File: src/rtl/volatility_rd_sched_pkg.sv
// Shared types and widths for the volatility read scheduler.
// Widths are derived from the default region geometry below; the top-level
// parameters default to the same values.
package vol_sched_pkg;

  localparam int NUM_STOCKS_D  = 4;
  localparam int BUFFER_SIZE_D = 20;
  localparam int DATA_WIDTH_D  = 32;

  localparam int STOCK_W = $clog2(NUM_STOCKS_D);
  localparam int ADDR_W  = $clog2(NUM_STOCKS_D * BUFFER_SIZE_D);
  localparam int IDX_W   = $clog2(BUFFER_SIZE_D + 1);

  typedef enum logic [1:0] {
    IDLE  = 2'd0,
    SETUP = 2'd1,
    READ  = 2'd2,
    DONE  = 2'd3
  } state_t;

endpackage

File: src/rtl/volatility_rd_sched_arbiter.sv
// Combinational round-robin: picks the first pending stock after the
// last-granted one, wrapping around the stock index space.
module vol_rr_arbiter
  import vol_sched_pkg::*;
#(
  parameter int NUM_STOCKS = NUM_STOCKS_D
) (
  input  logic [NUM_STOCKS-1:0] i_pending,
  input  logic [STOCK_W-1:0]    i_last,
  output logic                  o_grant_valid,
  output logic [STOCK_W-1:0]    o_grant_id
);

  int w_idx;

  // Scan from last+1 upward; first pending hit wins.
  always_comb begin
    o_grant_valid = 1'b0;
    o_grant_id    = '0;
    w_idx         = 0;
    for (int k = 1; k <= NUM_STOCKS; k++) begin
      w_idx = (int'(i_last) + k) % NUM_STOCKS;
      if (!o_grant_valid && i_pending[STOCK_W'(w_idx)]) begin
        o_grant_valid = 1'b1;
        o_grant_id    = STOCK_W'(w_idx);
      end
    end
  end

endmodule

File: src/rtl/volatility_rd_sched.sv
// Volatility read scheduler: mirrors write pointers/fill per stock, grants
// pending stocks round-robin and streams the most recent window of buffer
// addresses (oldest first) for the granted stock.
// Optional macro VOL_SCHED_PERF_EN adds o_stall_cycles (backpressure count).
//
// state | meaning
// IDLE  | waiting for a pending stock; grants one when available
// SETUP | snapshot write pointer and read count, compute start index
// READ  | stream addresses, hold while downstream is not ready
// DONE  | one-cycle completion pulse
module volatility_rd_sched
  import vol_sched_pkg::*;
#(
  parameter int NUM_STOCKS  = NUM_STOCKS_D,
  parameter int BUFFER_SIZE = BUFFER_SIZE_D,
  parameter int DATA_WIDTH  = DATA_WIDTH_D
) (
  input  logic                  i_clk,
  input  logic                  i_reset_n,
  input  logic                  i_wr_valid,
  input  logic [STOCK_W-1:0]    i_wr_stock_id,
  input  logic [DATA_WIDTH-1:0] i_window_size,
  input  logic                  i_rd_ready,
  output logic [ADDR_W-1:0]     o_rd_address,
  output logic                  o_rd_valid,
  output logic                  o_rd_last,
  output logic [STOCK_W-1:0]    o_stock_id,
  output logic                  o_busy,
  output logic                  o_done
`ifdef VOL_SCHED_PERF_EN
  , output logic [DATA_WIDTH-1:0] o_stall_cycles
`endif
);

  localparam logic [IDX_W-1:0]  L_BS    = IDX_W'(BUFFER_SIZE);
  localparam logic [IDX_W-1:0]  L_BS_M1 = IDX_W'(BUFFER_SIZE - 1);
  localparam logic [ADDR_W-1:0] L_BS_A  = ADDR_W'(BUFFER_SIZE);

  state_t                r_state, w_next;
  logic [IDX_W-1:0]      r_wr_ptr [NUM_STOCKS];
  logic [IDX_W-1:0]      r_fill   [NUM_STOCKS];
  logic [NUM_STOCKS-1:0] r_pending, w_set_mask, w_clr_mask;
  logic [STOCK_W-1:0]    r_last, r_grant, w_grant_id;
  logic                  w_grant_valid, w_grant_now, w_accept;
  logic [IDX_W-1:0]      r_idx, r_remain, w_win, w_count;
  logic [ADDR_W-1:0]     w_start_sum, w_start;

  vol_rr_arbiter #(.NUM_STOCKS(NUM_STOCKS)) u_arb (
    .i_pending     (r_pending),
    .i_last        (r_last),
    .o_grant_valid (w_grant_valid),
    .o_grant_id    (w_grant_id)
  );

  assign w_grant_now = (r_state == IDLE) && w_grant_valid;
  assign w_accept    = (r_state == READ) && i_rd_ready;

  // Window clamp (0 or oversize means a full region) and wrapped start index.
  always_comb begin
    if (i_window_size == '0 || i_window_size > DATA_WIDTH'(BUFFER_SIZE))
      w_win = L_BS;
    else
      w_win = i_window_size[IDX_W-1:0];
    w_count     = (r_fill[r_grant] < w_win) ? r_fill[r_grant] : w_win;
    w_start_sum = ADDR_W'(r_wr_ptr[r_grant]) + L_BS_A - ADDR_W'(w_count);
    w_start     = (w_start_sum >= L_BS_A) ? w_start_sum - L_BS_A : w_start_sum;
  end

  // Mirror write-side pointer and saturating fill for every stock.
  always_ff @(posedge i_clk or negedge i_reset_n) begin
    if (!i_reset_n) begin
      for (int s = 0; s < NUM_STOCKS; s++) begin
        r_wr_ptr[s] <= '0;
        r_fill[s]   <= '0;
      end
    end else if (i_wr_valid) begin
      for (int s = 0; s < NUM_STOCKS; s++) begin
        if (i_wr_stock_id == STOCK_W'(s)) begin
          r_wr_ptr[s] <= (r_wr_ptr[s] == L_BS_M1) ? '0 : r_wr_ptr[s] + 1'b1;
          if (r_fill[s] != L_BS)
            r_fill[s] <= r_fill[s] + 1'b1;
        end
      end
    end
  end

  // Set wins over clear so a write racing its own grant is rescheduled.
  always_comb begin
    w_set_mask = '0;
    w_clr_mask = '0;
    if (i_wr_valid)
      w_set_mask[i_wr_stock_id] = 1'b1;
    if (w_grant_now)
      w_clr_mask[w_grant_id] = 1'b1;
  end

  // Pending vector and round-robin pointer.
  always_ff @(posedge i_clk or negedge i_reset_n) begin
    if (!i_reset_n) begin
      r_pending <= '0;
      r_last    <= STOCK_W'(NUM_STOCKS - 1);
    end else begin
      r_pending <= (r_pending & ~w_clr_mask) | w_set_mask;
      if (w_grant_now)
        r_last <= w_grant_id;
    end
  end

  // Sequence datapath: granted stock, current index, beats remaining.
  always_ff @(posedge i_clk or negedge i_reset_n) begin
    if (!i_reset_n) begin
      r_grant  <= '0;
      r_idx    <= '0;
      r_remain <= '0;
    end else begin
      if (w_grant_now)
        r_grant <= w_grant_id;
      if (r_state == SETUP) begin
        r_idx    <= IDX_W'(w_start);
        r_remain <= w_count;
      end else if (w_accept) begin
        r_idx    <= (r_idx == L_BS_M1) ? '0 : r_idx + 1'b1;
        r_remain <= r_remain - 1'b1;
      end
    end
  end

  // State register.
  always_ff @(posedge i_clk or negedge i_reset_n) begin
    if (!i_reset_n) r_state <= IDLE;
    else            r_state <= w_next;
  end

  // Next-state logic.
  always_comb begin
    w_next = r_state;
    case (r_state)
      IDLE:    if (w_grant_valid) w_next = SETUP;
      SETUP:   w_next = READ;
      READ:    if (w_accept && r_remain == IDX_W'(1)) w_next = DONE;
      DONE:    w_next = IDLE;
      default: w_next = IDLE;
    endcase
  end

  // Output decode; address and last are forced low outside READ.
  always_comb begin
    o_rd_valid   = (r_state == READ);
    o_rd_last    = (r_state == READ) && (r_remain == IDX_W'(1));
    o_rd_address = '0;
    if (r_state == READ)
      o_rd_address = ADDR_W'(r_grant) * L_BS_A + ADDR_W'(r_idx);
    o_busy     = (r_state == SETUP) || (r_state == READ);
    o_done     = (r_state == DONE);
    o_stock_id = r_grant;
  end

`ifdef VOL_SCHED_PERF_EN
  logic [DATA_WIDTH-1:0] r_stall;

  // Saturating count of valid-but-not-ready cycles; cleared only by reset.
  always_ff @(posedge i_clk or negedge i_reset_n) begin
    if (!i_reset_n)
      r_stall <= '0;
    else if (o_rd_valid && !i_rd_ready && r_stall != '1)
      r_stall <= r_stall + 1'b1;
  end

  assign o_stall_cycles = r_stall;
`endif

endmodule

File: config.mk
export PLATFORM = sky130hd
export DESIGN_NAME = volatility_rd_sched
export DESIGN_NICKNAME = d
export VERILOG_FILES = /design/src/rtl/volatility_rd_sched_pkg.sv /design/src/rtl/volatility_rd_sched_arbiter.sv /design/src/rtl/volatility_rd_sched.sv
export SDC_FILE = /design/constraint.sdc
export NUM_CORES = 1
export LEC_CHECK = 0
export BUFFER_PORTS_ARGS = -buffer_cell sky130_fd_sc_hd__buf_4
export CORE_MARGIN = 2
export CORE_UTILIZATION = 55
export DETAILED_ROUTE_END_ITERATION = 8
export PLACE_DENSITY_LB_ADDON = 0.2
export SLEW_MARGIN = 20
export SYNTH_ARGS = -nofsm -noshare
export SYNTH_HDL_FRONTEND = slang
export SYNTH_SLANG_ARGS = --single-unit
File: constraint.sdc
create_clock -name i_clk -period 13 [get_ports i_clk]
set_clock_uncertainty 0.15 [all_clocks]
set_input_delay 2.6 -clock i_clk [delete_from_list [all_inputs] [get_ports i_clk]]
set_output_delay 2.6 -clock i_clk [all_outputs]
set_load 0.02 [all_outputs]
======== Word-level counts from Yosys, hierarchy flattened ========
Index checks and enable logic that the tools add are counted.
operators by class
  muxes and demuxes ....................... 48
  equal/unequal tests ..................... 18
  add/subtract/negate cells ............... 18
  $lt $le $gt $ge ......................... 12
  multiply operators ...................... 1
  reductions and logical operators ........ 27
  bitwise logic cells ..................... 4
operators by type and width
  cell                                                                count
  two-way mux 5 bit                                                   16
  adder 5 x 1 -> 5 bit (second input constant)                        9
  greater-than comparator 32 x 5 -> 1 bit (second input constant)     1
  zero test 32 bit                                                    1
  == test 5 bit (second input constant)                               5
  binary-select mux 5 bit (select 2 bit)                              2
  inequality test 5 bit (second input constant)                       4
  less-than comparator 2 x 4 -> 1 bit (second input constant)         4
  two-way mux 1 bit                                                   14
  two-way mux 2 bit                                                   6
  AND reduction 3 bit                                                 4
  AND reduction 2 bit                                                 5
  logical AND 1 bit                                                   9
  binary-select mux 1 bit (select 2 bit)                              4
  == test 2 bit (second input constant)                               4
  two-way mux 4 bit                                                   2
  one-hot mux 2 bit (4 select lines)                                  1
  adder 7 x 5 -> 7 bit                                                1
  greater-or-equal comparator 7 x 5 -> 1 bit (second input constant)  1
  two-way mux 7 bit                                                   1
  subtractor 6 x 5 -> 7 bit                                           1
  adder 5 x 5 -> 6 bit (second input constant)                        1
  less-than comparator 2 x 3 -> 1 bit (second input constant)         2
  == test 5 x 1 -> 1 bit (second input constant)                      1
  other kinds (20)                                                    29
storage, ports and cells
  register bits after elaboration ......... 60
  bits of input ports ..................... 38

======== Longest topological paths before layout ========
  depth after elaboration ................. 22
  mapped depth ............................ 21
  depth with buffers taken out ............ 21

======== Modules after synthesis ========
From an unflattened synthesis, not the netlist that was laid out.
second synthesis, totals
  cells, all modules ...................... 430
  area total of the unflattened synthesis .. 4,177.8 um^2
modules (own cells, without submodules)
  module               instances  cells each  area an instance (um^2)
  volatility_rd_sched  1          416         4,086.4
  vol_rr_arbiter       1          14          91.3

======== Worst setup path after synthesis ========
OpenSTA, ideal clock, no wires.
  kind .................................... input-to-reg
  from .................................... input port i_window_size[17]
  to ...................................... register r_idx[2]
  arrival time ............................ 6.854 ns
  path buffers ............................ 0
  slack ................................... 5.861 ns
  setup time .............................. 0.135 ns
  cell stages on the path ................. 19
  path through ............................ nor4_1 -> nand4_1 -> or2_0 -> nor3b_1 -> inv_1 -> ha_1 -> nand4_1 -> o21ai_0 -> nand4_1 -> and2_1 -> ha_1 -> ha_1 -> fa_1 -> xor2_1 -> inv_1 -> ha_1 -> a311o_1 -> a2111oi_0 -> o31ai_1
between the ends
  word-level cells in the longest chain between the ends .. 9
  elaborated cells on any way between the ends .. 11
ends and longest elaborated chain
  what                                                                            RTL line                    source
  start, declared                                                                 volatility_rd_sched.sv:22   input logic [DATA_WIDTH-1:0] i_window_size,
  greater-than comparator 32 x 5 -> 1 bit or zero test 32 bit (tied branches)     volatility_rd_sched.sv:60   if (i_window_size == '0 || i_window_size > DATA_WIDTH'(BUFFER_SIZE))
  logical OR 1 bit *                                                              volatility_rd_sched.sv:60
  two-way mux 5 bit *                                                             volatility_rd_sched.sv:60
  less-than comparator 5 bit                                                      volatility_rd_sched.sv:64   w_count = (r_fill[r_grant] < w_win) ? r_fill[r_grant] : w_win;
  two-way mux 5 bit *                                                             volatility_rd_sched.sv:64
  subtractor 6 x 5 -> 7 bit *                                                     volatility_rd_sched.sv:65   w_start_sum = ADDR_W'(r_wr_ptr[r_grant]) + L_BS_A - ADDR_W'(w_count);
  greater-or-equal comparator 7 x 5 -> 1 bit or subtractor 5 bit (tied branches)  volatility_rd_sched.sv:66   w_start = (w_start_sum >= L_BS_A) ? w_start_sum - L_BS_A : w_start_sum;
  two-way mux 5 bit *                                                             volatility_rd_sched.sv:66
  two-way mux 5 bit *                                                             volatility_rd_sched.sv:118  if (r_state == SETUP) begin
  end signal, assigned                                                            volatility_rd_sched.sv:119  r_idx <= IDX_W'(w_start);
  end signal, assigned                                                            volatility_rd_sched.sv:122  r_idx <= (r_idx == L_BS_M1) ? '0 : r_idx + 1'b1;
  end, declared                                                                   volatility_rd_sched.sv:45   logic [IDX_W-1:0] r_idx, r_remain, w_win, w_count;
Mark *: on every way between the ends. The rest lies on a longest branch, timed or not.
A chain may end at the register's enable or synchronous reset.

======== Worst setup path after layout ========
  from .................................... input port i_window_size[5]
  to ...................................... register r_idx[2]
Same word-level chain as after synthesis.

==> flow_results.xml <==
<?xml version="1.0" encoding="UTF-8"?>
<metrics>
  <group name="yosys">
    <metric name="yosysWarnings" unit="">0</metric>
    <metric name="synth-compound-area-share" unit="%">15.1</metric>
    <metric name="synth_xor_area_share" unit="%">5.90</metric>
    <metric name="mappedNetlistNets" unit="">504</metric>
    <metric name="postSynthRegisterBits" unit="">60</metric>
    <metric name="post_synth_fa_ha_maj_area_fraction" unit="%">12.1</metric>
    <metric name="syn_inst" unit="">427</metric>
    <metric name="synth_sequential_area_ratio" unit="%">36.2</metric>
    <metric name="synthesized_cell_area" unit="um^2">4160</metric>
    <metric name="postSynth.asyncResetShare" unit="%">100</metric>
    <metric name="dominantRegCellSynth" unit="">sky130_fd_sc_hd__dfrtp_1</metric>
    <metric name="synth_simple_gate_area_share" unit="%">18.3</metric>
    <metric name="synthesis.area_per_instance" unit="um^2">9.74</metric>
    <metric name="synth.mux.area_fraction" unit="%">8.13</metric>
    <metric name="count_of_flip_flops_with_a_built_in_enable_after_synthesis" unit="">0</metric>
    <metric name="largest_family_of_logic_cells_by_synthesized_area" unit="">simple AND/OR/NAND/NOR gates</metric>
    <metric name="ys_types" unit="">62</metric>
  </group>
  <group name="detailed_routing">
    <metric name="drt_pass1_iterations" unit="">4</metric>
    <metric name="count_of_routing_violations_after_the_opening_detailed_route_iteration" unit="">142</metric>
    <metric name="wire_length_per_cell_after_detailed_routing" unit="um">16.0</metric>
    <metric name="routed_wl" unit="um">9410</metric>
    <metric name="drt.antenna.violating_nets" unit="">0</metric>
    <metric name="routed-via-count" unit="">3471</metric>
    <metric name="remaining_drc_errors" unit="">0</metric>
    <metric name="vias_per_cell" unit="">5.90</metric>
  </group>
  <group name="clock_tree">
    <metric name="clock-sinks" unit="">60</metric>
    <metric name="worstSkewPairLatency" unit="ps">340</metric>
    <metric name="cts.reportedPaths.clkPinSlew" unit="ps">70</metric>
    <metric name="htree_num_levels" unit="">3</metric>
    <metric name="tritoncts_clock_tree" unit="">yes</metric>
    <metric name="cts_resized" unit="">0</metric>
    <metric name="cts_buffer_depth" unit="">2</metric>
    <metric name="ctsHoldBuffers" unit="">0</metric>
    <metric name="clock_tree.root_cell" unit="">sky130_fd_sc_hd__clkbuf_8</metric>
    <metric name="cts_made_buffers" unit="">9</metric>
    <metric name="postCtsSetupBuffers" unit="">0</metric>
  </group>
  <group name="global_route">
    <metric name="grt_start_max_net_pins" unit="">61</metric>
    <metric name="grt.overflow.total" unit="">0</metric>
    <metric name="antenna_violations_before_repair" unit="">0</metric>
    <metric name="first_global_vias" unit="">3595</metric>
    <metric name="grt_util_all_layers" unit="%">24.6</metric>
    <metric name="grt_first_pass_wirelength" unit="um">16200</metric>
  </group>
  <group name="finish">
    <metric name="post_route_cells_drive_above_1_share" unit="%">17.6</metric>
    <metric name="postLayoutCoreUtil" unit="%">66.3</metric>
    <metric name="final-seq-area" unit="um^2">1500</metric>
    <metric name="final_design_area_no_fill" unit="um^2">4830</metric>
    <metric name="antenna-diode-count" unit="">0</metric>
    <metric name="multi_input_gate_area" unit="um^2">2470</metric>
    <metric name="numnets_final" unit="">561</metric>
    <metric name="area_growth" unit="%">16.3</metric>
    <metric name="filler_cell_count" unit="">600</metric>
  </group>
  <group name="placement">
    <metric name="detailedPlacementHpwl" unit="um">7110</metric>
    <metric name="place.gp.congestion" unit="">0.865</metric>
    <metric name="place_area" unit="um^2">4640</metric>
    <metric name="numPortBuffers" unit="">50</metric>
  </group>
  <group name="power_and_ir_drop">
    <metric name="cellLeakagePower" unit="nW">2.21</metric>
    <metric name="powerDensity" unit="nW/um^2">303</metric>
    <metric name="ir_worst_vdd" unit="uV">120</metric>
  </group>
  <group name="worst_hold_path">
    <metric name="hold_path_class" unit="">reg -&gt; reg</metric>
    <metric name="source_of_the_worst_hold_timing_path" unit="">r_last[0]</metric>
    <metric name="holdPathStages" unit="">2</metric>
    <metric name="holdPathEnd" unit="">r_last[0]</metric>
  </group>
  <group name="timing">
    <metric name="finalSetupViolations" unit="">0</metric>
    <metric name="post-route-period-util" unit="%">58.4</metric>
    <metric name="finalCriticalPeriod" unit="ps">7590</metric>
    <metric name="final-max-slew-violation-count" unit="">0</metric>
    <metric name="maxClockFrequency" unit="MHz">132</metric>
    <metric name="unrepaired_setup_endpoints_after_global_routing" unit="">false</metric>
    <metric name="setup_total_negative_slack" unit="ps">0</metric>
    <metric name="slew_headroom" unit="%">41.3</metric>
    <metric name="hold_viol_final" unit="">0</metric>
    <metric name="tightest_slew" unit="ps">880</metric>
  </group>
  <group name="floorplan">
    <metric name="die_h" unit="um">90.9</metric>
    <metric name="floorplan_die_width" unit="um">90.9</metric>
    <metric name="fp.dieArea" unit="um^2">8270</metric>
    <metric name="rows" unit="">31</metric>
    <metric name="initial_utilization" unit="%">57.0</metric>
    <metric name="top_level_ports" unit="">51</metric>
    <metric name="core_area" unit="um^2">7290</metric>
  </group>
  <group name="critical_path">
    <metric name="criticalPathCategory" unit="">in -&gt; reg</metric>
    <metric name="cp_max_fo" unit="">9</metric>
    <metric name="critical_path.endpoint_type" unit="">flip-flop</metric>
    <metric name="crit-reg2reg-launch" unit="">o_stock_id[0]</metric>
    <metric name="critical_path_arrival" unit="ps">7660</metric>
    <metric name="setup.worst_path.start_class" unit="">input port</metric>
    <metric name="rrSetupSlack" unit="ps">7350</metric>
    <metric name="critPathRequiredTime" unit="ps">13070</metric>
    <metric name="cells_on_worst_reg2reg_path" unit="">15</metric>
    <metric name="end_of_the_worst_register_to_register_path" unit="">r_idx[2]</metric>
  </group>
  <group name="run">
    <metric name="drv.max_cap_violation_count" unit="">0</metric>
  </group>
  <group name="status">
    <metric name="outcome" unit="">finished clean</metric>
  </group>
</metrics>
## synthesized netlist by cell type, types with 3 or more instances
library cell	count	area [um^2]
sky130_fd_sc_hd__mux2_2	4	45.0
sky130_fd_sc_hd__nand2_1	32	120
sky130_fd_sc_hd__clkbuf_1	4	15.0
sky130_fd_sc_hd__dfrtp_1	58	1450
sky130_fd_sc_hd__a31oi_1	6	37.5
sky130_fd_sc_hd__xor2_1	3	26.3
sky130_fd_sc_hd__nor3_1	9	45.0
sky130_fd_sc_hd__a41oi_1	3	26.3
sky130_fd_sc_hd__nand2b_1	6	37.5
sky130_fd_sc_hd__nand3_1	8	40.0
sky130_fd_sc_hd__and2_1	11	68.8
sky130_fd_sc_hd__xnor2_1	25	219
sky130_fd_sc_hd__o21ai_0	21	105
sky130_fd_sc_hd__nand3b_1	3	22.5
sky130_fd_sc_hd__o31ai_1	3	22.5
sky130_fd_sc_hd__inv_1	43	161
sky130_fd_sc_hd__a21oi_1	15	75.1
sky130_fd_sc_hd__nor2_1	17	63.8
sky130_fd_sc_hd__a22o_1	3	26.3
sky130_fd_sc_hd__a21o_1	10	75.1
sky130_fd_sc_hd__o21a_1	3	22.5
sky130_fd_sc_hd__ha_1	37	463
sky130_fd_sc_hd__nor4_1	12	75.1
sky130_fd_sc_hd__and3_1	3	18.8
sky130_fd_sc_hd__and3b_1	3	26.3
sky130_fd_sc_hd__mux2i_1	9	90.1
sky130_fd_sc_hd__or3_1	3	18.8
sky130_fd_sc_hd__mux4_2	9	203
sky130_fd_sc_hd__nand4_1	16	100
sky130_fd_sc_hd__nor2b_1	4	25.0
## report_power, final
part | internal (mW) | leakage [nW] | switching, mW
Combinational | 0.414 | 1.38 | 0.494
Clock | 0.0849 | 0.0956 | 0.0775
Sequential | 0.276 | 0.734 | 0.116
## cell usage in the layout (no fill, tap or decap), types with 3 or more instances in the layout
cell,instances
sky130_fd_sc_hd__dfrtp_1,58
sky130_fd_sc_hd__buf_4,51
sky130_fd_sc_hd__inv_1,43
sky130_fd_sc_hd__ha_1,37
sky130_fd_sc_hd__nand2_1,32
sky130_fd_sc_hd__xnor2_1,25
sky130_fd_sc_hd__o21ai_0,21
sky130_fd_sc_hd__nor2_1,17
sky130_fd_sc_hd__nand4_1,16
sky130_fd_sc_hd__a21oi_1,15
sky130_fd_sc_hd__nor4_1,12
sky130_fd_sc_hd__clkbuf_8,12
sky130_fd_sc_hd__and2_1,11
sky130_fd_sc_hd__a21o_1,10
sky130_fd_sc_hd__mux4_2,9
sky130_fd_sc_hd__nor3_1,9
sky130_fd_sc_hd__mux2i_1,9
sky130_fd_sc_hd__nand3_1,8
sky130_fd_sc_hd__nand2b_1,6
sky130_fd_sc_hd__a31oi_1,6
sky130_fd_sc_hd__nor2b_1,4
sky130_fd_sc_hd__mux2_2,4
sky130_fd_sc_hd__xor2_1,3
sky130_fd_sc_hd__or3_1,3
sky130_fd_sc_hd__o21a_1,3
sky130_fd_sc_hd__a22o_1,3
sky130_fd_sc_hd__nand3b_1,3
sky130_fd_sc_hd__and3b_1,3
sky130_fd_sc_hd__o31ai_1,3
sky130_fd_sc_hd__and3_1,3
sky130_fd_sc_hd__a41oi_1,3
## how the worst max path moves through the flow
stage	end	cells past startpoint	from	slack [ps]
after detailed placement	r_idx[2]	20	i_window_size[5]	5150
after floorplan	r_idx[2]	19	i_window_size[17]	5860
after global placement	r_idx[2]	20	i_window_size[8]	5450
after CTS	r_idx[2]	20	i_window_size[5]	5500
after global routing	r_idx[2]	20	i_window_size[8]	4920
final	r_idx[2]	20	i_window_size[5]	5410
## metrics by stage
step                power, mW  instances  hold WS [ps]  setup slack, ps
global placement         1.25        572           316             5450
CTS                      1.47        588           338             5500
global route             1.61        588           370             4920
floorplan                1.06        427           301             5860
detailed placement       1.30        572           329             5150
finish                   1.46        588           333             5410
## flip-flops by register name, summed over array words and instances (netlist names)
| register | flops |
|---|---|
| o_stock_id | 2 |
| r_fill | 20 |
| r_idx | 5 |
| r_last | 2 |
| r_pending | 4 |
| r_remain | 5 |
| r_state | 2 |
| r_wr_ptr | 20 |
## metal layers
metal / vias to the layer above / GRT usage (%) / wire (um)
li1: 1691 / - / -
met3: 14 / 5.56 / 326
met1: 1687 / 30.2 / 4170
met5: - / 0 / 0
met4: 0 / 8.71 / 153
met2: 79 / 42.4 / 4760
## cell families after synthesis
kind of cell / after synthesis
simple gates: 138
compound gates: 92
flops: 60
buf+inv: 48
fa+ha+maj: 39
xor+xnor: 28
mux: 22
## layout make-up
cell class                 instances  share of cell area (%)
timing repair buffer              51                    7.92
inverter                          43                    3.34
multi-input combinational        319                    51.1
clock buffer                      13                    3.49
tap                               99                    2.56
clock inverter                     3                   0.440
sequential                        60                    31.1
## critical path, stage by stage
cell and delay, ps:
sky130_fd_sc_hd__buf_4 110, sky130_fd_sc_hd__nor4_1 280, sky130_fd_sc_hd__nand4_1 210, sky130_fd_sc_hd__or2_0 270, sky130_fd_sc_hd__nor3b_1 320, sky130_fd_sc_hd__inv_1 90, sky130_fd_sc_hd__ha_1 300, sky130_fd_sc_hd__nand4_1 280
sky130_fd_sc_hd__o21ai_0 410, sky130_fd_sc_hd__nand4_1 170, sky130_fd_sc_hd__and2_1 200, sky130_fd_sc_hd__ha_1 290, sky130_fd_sc_hd__ha_1 240, sky130_fd_sc_hd__fa_1 430, sky130_fd_sc_hd__xor2_1 260, sky130_fd_sc_hd__inv_1 110
sky130_fd_sc_hd__ha_1 200, sky130_fd_sc_hd__a311o_1 300, sky130_fd_sc_hd__a2111oi_0 450, sky130_fd_sc_hd__o31ai_1 120
No activity file was read; power rests on OpenSTA's default activity.
